[config.mk]
export PLATFORM = sky130hd
export DESIGN_NAME = keyed_hash_absorb
export DESIGN_NICKNAME = d
export VERILOG_FILES = /design/src/rtl/keyed_hash_pkg.sv /design/src/rtl/hash_round.sv /design/src/rtl/keyed_hash_absorb.sv
export SDC_FILE = /design/constraint.sdc
export NUM_CORES = 1
export LEC_CHECK = 0
export CAP_MARGIN = 20
export CORE_MARGIN = 2
export CORE_UTILIZATION = 45
export DETAILED_ROUTE_END_ITERATION = 8
export GPL_ROUTABILITY_DRIVEN = 1
export HOLD_SLACK_MARGIN = 0.08
export PLACE_DENSITY = 0.67
export SLEW_MARGIN = 20
export SYNTH_ARGS = -nofsm -noshare
export SYNTH_HDL_FRONTEND = slang
export SYNTH_HIERARCHICAL = 1
export SYNTH_SLANG_ARGS = --single-unit
[constraint.sdc]
create_clock -name clk -period 3.2 [get_ports clk]
set_input_delay 0.64 -clock clk [delete_from_list [all_inputs] [get_ports clk]]
set_output_delay 0.64 -clock clk [all_outputs]
set_load 0.02 [all_outputs]
[src/rtl/keyed_hash_pkg.sv]
// Shared types, widths and the per-byte absorb step used by the keyed hash block.
package keyed_hash_pkg;

  localparam int unsigned DIGEST_W = 16;
  localparam int unsigned BYTE_W   = 8;

  typedef enum logic [1:0] {IDLE, ABSORB, FINAL, OUT} state_e;

  // h_next = rotl(h ^ b, rot) + key, all mod 2^DIGEST_W
  function automatic logic [DIGEST_W-1:0] hash_step(input logic [DIGEST_W-1:0] h,
                                                    input logic [BYTE_W-1:0]   b,
                                                    input logic [BYTE_W-1:0]   key,
                                                    input int unsigned         rot = 3);
    logic [DIGEST_W-1:0]   x;
    logic [2*DIGEST_W-1:0] w;
    x = h ^ {{(DIGEST_W-BYTE_W){1'b0}}, b};
    w = {x, x} << rot;
    return w[2*DIGEST_W-1 -: DIGEST_W] + {{(DIGEST_W-BYTE_W){1'b0}}, key};
  endfunction

endpackage

[src/rtl/hash_round.sv]
// Purely combinational single absorb step.
module hash_round
  import keyed_hash_pkg::*;
#(
  parameter int unsigned ROT = 3
) (
  input  logic [DIGEST_W-1:0] h,
  input  logic [BYTE_W-1:0]   b,
  input  logic [BYTE_W-1:0]   key,
  output logic [DIGEST_W-1:0] h_next
);

  assign h_next = hash_step(h, b, key, ROT);

endmodule

[src/rtl/keyed_hash_absorb.sv]
// Absorbs a stream of encrypted bytes and emits a 16-bit keyed digest and byte count per message.
module keyed_hash_absorb
  import keyed_hash_pkg::*;
#(
  parameter int unsigned ROT   = 3,
  parameter int unsigned LEN_W = 16
) (
  input  logic                clk,
  input  logic                rst_n,
  input  logic [BYTE_W-1:0]   key,
  input  logic                s_valid,
  output logic                s_ready,
  input  logic [BYTE_W-1:0]   s_data,
  input  logic                s_last,
  output logic                d_valid,
  input  logic                d_ready,
  output logic [DIGEST_W-1:0] d_digest,
  output logic [LEN_W-1:0]    d_len
);

  state_e state_q, state_d;

  logic [DIGEST_W-1:0] h_q;
  logic [BYTE_W-1:0]   key_q;
  logic [LEN_W-1:0]    cnt_q;
  logic [DIGEST_W-1:0] digest_q;
  logic [LEN_W-1:0]    len_q;
  logic                d_valid_q;

  logic                s_fire;
  logic [DIGEST_W-1:0] round_h;
  logic [BYTE_W-1:0]   round_key;
  logic [DIGEST_W-1:0] round_out;

  assign s_fire = s_valid & s_ready;

  // First byte of a message seeds from the live key; later bytes use the latched one.
  always_comb begin
    round_h   = h_q;
    round_key = key_q;
    if (state_q == IDLE) begin
      round_h   = {key, ~key};
      round_key = key;
    end
  end

  hash_round #(
    .ROT (ROT)
  ) u_round (
    .h      (round_h),
    .b      (s_data),
    .key    (round_key),
    .h_next (round_out)
  );

  always_ff @(posedge clk or negedge rst_n) begin
    if (!rst_n) begin
      state_q <= IDLE;
    end else begin
      state_q <= state_d;
    end
  end

  always_comb begin
    state_d = state_q;
    unique case (state_q)
      IDLE, ABSORB: begin
        if (s_fire) state_d = s_last ? FINAL : ABSORB;
      end
      FINAL:   state_d = OUT;
      OUT: begin
        if (d_valid_q && d_ready) state_d = IDLE;
      end
      default: state_d = IDLE;
    endcase
  end

  always_comb begin
    s_ready = (state_q == IDLE) || (state_q == ABSORB);
  end

  always_ff @(posedge clk or negedge rst_n) begin
    if (!rst_n) begin
      h_q       <= '0;
      key_q     <= '0;
      cnt_q     <= '0;
      digest_q  <= '0;
      len_q     <= '0;
      d_valid_q <= 1'b0;
    end else begin
      if (s_fire) begin
        h_q <= round_out;
        if (state_q == IDLE) begin
          key_q <= key;
          cnt_q <= LEN_W'(1);
        end else if (cnt_q != '1) begin
          cnt_q <= cnt_q + LEN_W'(1);
        end
      end
      if (state_q == FINAL) begin
        digest_q <= h_q ^ {key_q, key_q};
        len_q    <= cnt_q;
      end
      // d_valid rises one cycle into OUT; d_ready before that is ignored.
      if (state_q == OUT) begin
        if (!d_valid_q) begin
          d_valid_q <= 1'b1;
        end else if (d_ready) begin
          d_valid_q <= 1'b0;
        end
      end
    end
  end

  assign d_valid  = d_valid_q;
  assign d_digest = digest_q;
  assign d_len    = len_q;

endmodule

After elaboration in Yosys (flattened, before gate mapping)
Cells that the tools add are included.
- output and inout port bits: 34
- bits in registers: 75
- word-level logic and storage cells: 36
- mux-type cells: 10
- bitwise gates (word level): 4
- add/subtract/negate cells: 2
- eq/ne operators: 6
- reductions and logical operators: 7
- operators by type and width (operator ; count):
    two-way mux 16 bit ; 3
    adder 16 x 1 -> 16 bit, second input constant ; 1
    adder 16 x 8 -> 16 bit ; 1
    != test 16 bit, second input constant ; 1
    bitwise XOR 16 bit ; 1
    bitwise XOR 16 x 8 -> 16 bit ; 1
    two-way mux 8 bit ; 1
    NOT 8 bit ; 1
    two-way mux 2 bit ; 3
    case mux 2 bit (3 select lines) ; 1
    == test 2 bit, second input constant ; 2
    != test 2 bit, second input constant ; 2
    AND reduction 2 bit ; 2
    == test 2 x 1 -> 1 bit, second input constant ; 1
    zero test 2 bit ; 1
    two-way mux 1 bit ; 2
    nonzero test 2 bit ; 1
    OR reduction 2 bit ; 1
    AND 1 bit ; 1
    logical AND 1 bit ; 1
    logical OR 1 bit ; 1

Logic depth before layout (Yosys ltp)
Gate-level depths: netlist (run 1).
- depth in word-level cells: 5
- gate-level depth with buffers: 14
- mapped depth without buffers: 11

Modules after synthesis
Netlist (run 1), hierarchy kept.
- modules (own cells, without submodules) (module ; times used ; cells each ; seq. area each (sq um) ; area each (sq um)):
    keyed_hash_absorb ; 1 ; 371 ; 1876.8 ; 3533.4
    hash_round ; 1 ; 76 ; 0.0 ; 626.9

Least setup slack after synthesis (run 1)
OpenSTA, ideal clock, no wires.
- kind: reg-to-reg
- start: register state_q[1]
- end: register h_q[14]
- path buffers: 3
- path slack: 530 ps
- cell stages (with the launch flop): 15
- data required time: 3135 ps
- arrival time: 2604 ps
- cells stage by stage: dfrtp_1 > or2_0 > clkbuf_1 > buf_2 > buf_2 > nand2_1 > nand2_1 > ha_1 > fa_1 > a211oi_1 > o21ai_1 > nand4b_1 > xnor2_1 > nand2_1 > nand2_1
- cells in the longest elaborated chain, start to end: 4
- ends and longest elaborated chain (what ; RTL line ; RTL):
    start, declared ; keyed_hash_absorb.sv:21 ; state_e state_q, state_d;
    start signal, assigned ; keyed_hash_absorb.sv:60 ; state_q <= state_d;
    zero test 2 bit ; keyed_hash_absorb.sv:41 ; if (state_q == IDLE) begin
    two-way mux 16 bit ; keyed_hash_absorb.sv:41 ;
    via round_h[13] ; keyed_hash_absorb.sv:31 ; logic [DIGEST_W-1:0] round_h;
    bitwise XOR 16 x 8 -> 16 bit ; keyed_hash_pkg.sv:16 ; x = h ^ {{(DIGEST_W-BYTE_W){1'b0}}, b};
    adder 16 x 8 -> 16 bit ; keyed_hash_pkg.sv:18 ; return w[2*DIGEST_W-1 -: DIGEST_W] + {{(DIGEST_W-BYTE_W){1'b0}}, key};
    via round_out[14] ; keyed_hash_absorb.sv:33 ; logic [DIGEST_W-1:0] round_out;
    end signal, assigned ; keyed_hash_absorb.sv:92 ; h_q <= round_out;
    end, declared ; keyed_hash_absorb.sv:23 ; logic [DIGEST_W-1:0] h_q;
The timed path passes the listed nets, and every way through them passes these cells.
A chain may end at the register's enable or synchronous reset.

Final worst setup path (run 1)
- start: register state_q[0]
- end: register h_q[14]
The elaborated chain is that of the path after synthesis.

==> metrics.md, run 1 <==
| Metric | Value |
|---|---|
| CP Data Arrival Time | `3130 ps` |
| Pwr Total | `~0.0055 W` |
| Clk_lat worst skew | `roughly 360 ps` |
| Clock sink total | `75` |
| First-pass DRT Iterations | `4` |
| Antenna cells | `0` |
| CTS H-tree lvls | `3` |
| Routability Congestion | `roughly 0.9` |
| Critical path's slowest cell | `a2111oi_1` |
| CTS Hold Bufs | `0` |
| Seq. cell area | `0.00188 mm2` |
| Post-synth EDFFs | `0` |
| Worst-margin pin slew | `around 900 ps` |
| Cells after Synth | `roughly 450` |
| Global-route wire length before repair | `approximately 16 mm` |
| Syn avg cell area | `9.31 um2` |
| Final setup viols | `0` |
| Pwr dens | `1080 mW/mm2` |
| TritonCTS clock tree | `built` |
| Final period util | `0.885` |
| Worst path bufs/invs | `1` |
| Top cell family by delay on the critical path | `compound AO/OA/AOI/OAI gates` |
| GRT Total Usage | `0.210` |
| CP cell instances | `or2_1 -> buf_12 -> o21ai_0 -> xor2_1 -> ha_1 -> a2111oi_1 -> o21ai_1 -> nand4b_1 -> xnor2_1 -> nand2_1 -> nand2_1` |
| Synth top area share | `0.451` |
| Cell Rows | `35` |
| Synthesized net count | `479` |
| RSZ-0062 raised after global routing | `false` |
| ANT nets after route | `0` |
| Path depth of the worst reg2reg path | `11` |
| P&R area growth vs syn | `22.3%` |
| Fin. max-slew vios | `0` |
| Via/cell ratio | `about 5.5` |
| Via count | `3414` |
| Status | `finished clean` |
| DRC marker count from the first detailed-route iteration | `186` |
| Final worst path period need | `~2800 ps` |
| GRT Residual Overflow | `0` |
| Synth Cell Area | `roughly 0.0042 mm2` |
| Initial antenna violation count | `0` |
| WP data required | `about 3500 ps` |
| Root Driver | `clkbuf_8` |
| DRC Markers | `0` |
| Worst-case clock buffer depth | `2` |
| Io pins | `55` |
| # port buffers | `54` |
| Die height | `100 um` |
| Syn. warnings | `6` |
| Die area | `about 0.01 mm2` |
| Register-to-Register Setup Slack | `370 ps` |
| Largest fanout on the critical path | `32` |
| Largest net degree at the start of global routing | `51` |
| Clock Skew | `~8.3 ps` |
| Worst path max stage delay | `460 ps` |
| Max_cap viols | `0` |
| Filler cells | `between 800 and 900` |
| CP Launch Type | `flop` |
| Final Hold Viols | `0` |
| Peak supply drop | `about 0.6 mV` |
| Yosys cell types | `57` |
| Ys async rst share | `1.00` |
| Reg2reg end | `h_q[14]$_DFFE_PN0P_` |
| Largest cells by area after synthesis | `dfrtp_1 (45%), nand2_1 (12%), xnor2_1 (5.3%)` |
| Hpwl dp | `between 7 and 8 mm` |
| Setup_tns | `0 ps` |
| Area of the multi-input gates | `0.00220 mm2` |
| Chip Width | `roughly 100 um` |
| Vias in the first global route | `3294` |
| Main synth FF type | `dfrtp_1` |
| Final wirelength | `9.82 mm` |
| Share of cells above drive strength 1 | `0.116` |
| Core area | `around 0.009 mm2` |
| Maximum clock rate | `between 300 and 400 MHz` |
| Total Nets Final | `534` |
| Reg2reg start | `state_q[0]$_DFFE_PN0P_` |
| Wire per inst | `~16 um` |
| Commonest non-fill, non-tap cell in the layout | `nand2_1` |
| Crit end category | `flop` |
| Reg clk slew, reported paths | `80 ps` |
| Initial Util | `0.457` |
| Critical path's most frequent cell | `nand2_1` |
| Commonest cells after routing, fill and taps aside | `nand2_1 (128), dfrtp_1 (75), clkdlybuf4s50_1 (53)` |
| Worst Hold Class | `in2async` |
| Cell taking the most area after synthesis | `dfrtp_1` |
| Slew headroom | `0.388` |
| CTS buffer count | `9` |
| Sequential share of the synthesized area | `0.451` |
| Synthesis-stage register bit count | `75` |
| Leak Pwr | `~2.3 nW` |
| WS Path Type | `reg2reg` |
-- worst max-delay path by stage --
stage          depth (start not counted)  slack, ps              startpoint                   to
5_1_grt                               11         60  state_q[0]$_DFFE_PN0P_  h_q[14]$_DFFE_PN0P_
3_5_place_dp                          10        150                  key[4]  h_q[14]$_DFFE_PN0P_
4_1_cts                               11        340  state_q[0]$_DFFE_PN0P_  h_q[14]$_DFFE_PN0P_
6_report                              11        370  state_q[0]$_DFFE_PN0P_  h_q[14]$_DFFE_PN0P_
3_3_place_gp                          10        130                  key[4]  h_q[14]$_DFFE_PN0P_
2_1_floorplan                         14        530  state_q[1]$_DFFE_PN0P_  h_q[14]$_DFFE_PN0P_
-- layout make-up --
| cell class | instances | area share |
|---|---|---|
| Sequential cell | 75 | 0.369 |
| Multi-Input combinational cell | 350 | 0.433 |
| Clock buffer | 11 | 0.0298 |
| Clock inverter | 5 | 0.0165 |
| Inverter | 4 | 0.00295 |
| Timing Repair Buffer | 62 | 0.122 |
| Tap cell | 111 | 0.0273 |
-- sequential cells by signal, indices dropped and copies added, names as in the netlist --
| signal | cells |
|---|---|
| d_digest | 16 |
| key_q | 8 |
| cnt_q | 16 |
| state_q | 2 |
| d_valid | 1 |
| d_len | 16 |
| h_q | 16 |
-- power breakdown --
part	leakage, nW	internal, W	switching, W
Clock	0.112	0.000484	0.000371
Sequential	0.945	0.00128	0.000311
Combinational	1.22	0.00131	0.00174
Total	2.27	0.00307	0.00242
-- stage by stage --
stage               utilization  worst slack, ps  instances  instance area [um2]  hold WS (ps)
floorplan                     -              530        447                 4160           344
finish                    0.559              368        618                 5090           347
global route              0.559             60.9        618                 5090           389
global placement          0.533              128        602                 4850           465
detailed placement        0.533              155        602                 4850           471
CTS                       0.558              336        618                 5090           370
-- cells by family after synthesis --
family | after synthesis | share of synthesized area
compound gates | 100 | 0.162
flops | 75 | 0.451
simple gates | 188 | 0.208
xor+xnor | 35 | 0.0791
fa+ha+maj | 11 | 0.0349
buf+inv | 22 | 0.0213
mux | 16 | 0.0430
-- repair_timing --
action	CTS	global route
setup endpoints to repair	0	3
gates resized for setup	0	1
buffers inserted	0	0
-- routing by layer --
metal  GRT usage  part of all wire  vias up
met4      0.0822             0.016        0
met1       0.302              0.49     1647
li1            -                 -     1679
met2       0.310              0.45       76
met5           0                 0        -
met3      0.0487             0.037       12
-- cells in the mapped netlist, drive strengths merged, types with 4 or more instances --
cell type  instances
nand2            129
o21a               4
dfrtp             75
xor2              10
nand4              9
ha                10
a21o               4
a31oi             17
buf                6
mux2              15
o21ai             31
and4               4
nand3              7
o211ai            13
a21oi             13
xnor2             25
nor2              17
clkbuf            12
inv                4
or2                4
Note: power is estimated with default switching activity, not from simulation.
==> run 2, diff against run 1 <==
CAP_MARGIN = 15   (was 20)
CORE_MARGIN = 5   (was 2)
==> metrics.md, run 2 (same netlist as run 1, synthesis figures left out) <==
| Metric | Value |
|---|---|
| Status | `finished clean` |
| GRT Residual Overflow | `0` |
| Cell Rows | `35` |
| Io pins | `between 50 and 60` |
| Largest net degree at the start of global routing | `51` |
| Hpwl dp | `between 7 and 8 mm` |
| Commonest cells after routing, fill and taps aside | `nand2_1 (128), dfrtp_1 (75), clkdlybuf4s50_1 (53)` |
| Clock Skew | `between 8 and 9 ps` |
| WS Path Type | `reg2reg` |
| Root Driver | `clkbuf_8` |
| CP Data Arrival Time | `3260 ps` |
| Reg2reg end | `h_q[10]$_DFFE_PN0P_` |
| Filler cells | `840` |
| RSZ-0062 raised after global routing | `false` |
| Pwr dens | `approximately 1100 mW/mm2` |
| Fin cells | `~620` |
| ANT nets after route | `0` |
| Slew headroom | `0.383` |
| Peak supply drop | `0.517 mV` |
| Via count | `~3400` |
| Wire per inst | `approximately 16 um` |
| Final setup viols | `0` |
| Final Hold Viols | `0` |
| Reg clk slew, reported paths | `around 80 ps` |
| Seq. cell area | `0.00188 mm2` |
| TritonCTS clock tree | `built` |
| DRC Markers | `0` |
| Chip Width | `around 110 um` |
| Leak Pwr | `between 2 and 2.5 nW` |
| DRC marker count from the first detailed-route iteration | `roughly 210` |
| Register-to-Register Setup Slack | `around 230 ps` |
| Largest fanout on the critical path | `32` |
| CTS H-tree lvls | `3` |
| Clock sink total | `75` |
| Initial Util | `0.457` |
| Total Nets Final | `around 530` |
| Final wirelength | `10.1 mm` |
| Global-route wire length before repair | `around 17 mm` |
| Clk_lat worst skew | `350 ps` |
| Initial antenna violation count | `0` |
| Worst-margin pin slew | `around 900 ps` |
| Routability Congestion | `~0.93` |
| Setup_tns | `0 ps` |
| Fin. max-slew vios | `0` |
| Pwr Total | `approximately 0.0054 W` |
| Share of cells above drive strength 1 | `0.111` |
| GRT Total Usage | `0.186` |
| Worst Hold Class | `in2async` |
| Maximum clock rate | `approximately 340 MHz` |
| # port buffers | `54` |
| Area of the multi-input gates | `about 0.0022 mm2` |
| Final worst path period need | `approximately 3000 ps` |
| Vias in the first global route | `around 3300` |
| WP data required | `approximately 3500 ps` |
| Cells after DPL | `around 600` |
| Crit end category | `flop` |
| First-pass DRT Iterations | `5` |
| CP startpoint | `state_q[0]$_DFFE_PN0P_` |
| Max_cap viols | `0` |
| Die area | `0.0113 mm2` |
| Commonest non-fill, non-tap cell in the layout | `nand2_1` |
| Worst-case clock buffer depth | `2` |
| P&R area growth vs syn | `21.4%` |
| Via/cell ratio | `5.59` |
| CP Launch Type | `flop` |
| Die height | `106 um` |
| Final core occ | `0.554` |
| Antenna cells | `0` |
| Core area | `between 0.009 and 0.01 mm2` |
| CTS buffer count | `9` |
| Reg2reg start | `state_q[0]$_DFFE_PN0P_` |
| Path depth of the worst reg2reg path | `11` |
| Final period util | `0.927` |
[run 2: worst max path at each step]
stage / endpoint / slack, ps
after floorplan: h_q[14]$_DFFE_PN0P_ / 530
after detailed placement: h_q[10]$_DFFE_PN0P_ / 20
after global routing: h_q[10]$_DFFE_PN0P_ / 50
final: h_q[10]$_DFFE_PN0P_ / 230
after CTS: h_q[10]$_DFFE_PN0P_ / 210
after global placement: h_q[14]$_DFFE_PN0P_ / 6
[run 2: power by group]
| group | switching [W] | leakage (nW) | internal (W) |
|---|---|---|---|
| sequential | 0.000308 | 0.945 | 0.00128 |
| clock | 0.000355 | 0.0998 | 0.000405 |
| combinational | 0.00174 | 1.21 | 0.00130 |
| total | 0.00241 | 2.26 | 0.00298 |
[run 2: worst max-delay path, stage by stage, from the launching register on]
cell and delay, ps:
dfrtp_1 420, or2_1 290, buf_12 180, o21ai_0 340, xor2_1 200, ha_1 310
a2111oi_1 500, o21ai_1 230, nand4_1 170, xnor2_1 130, nand2_1 60, nand2_1 60
[run 2: routing by layer]
metal	global-route usage	wire, um	vias up
met5	0	0	-
met4	0.0592	147	0
met3	0.0395	495	13
met2	0.286	4730	92
met1	0.262	4720	1663
li1	-	-	1681
[run 2: layout make-up]
class | instances | share of cell area
Timing Repair Buffer | 61 | 0.121
Inverter | 4 | 0.00297
Clock inverter | 3 | 0.00917
Sequential cell | 75 | 0.372
Clock buffer | 13 | 0.0315
Multi-Input combinational cell | 350 | 0.436
Tap cell | 111 | 0.0275
[run 2: metrics by stage]
stage	setup slack, ps	area [um2]	hold slack [ps]
5_1_grt	50.8	5050	383
3_3_place_gp	6.10	4840	464
3_5_place_dp	21.8	4840	471
4_1_cts	212	5050	350
2_1_floorplan	530	4160	344
6_report	235	5050	341
[run 2: timing repair]
item	4_1_cts	5_1_grt
buffers inserted	0	0
gates resized for setup	0	1
endpoints found under the setup margin	0	4
hold buffers	0	0
endpoints found under the hold margin	0	0
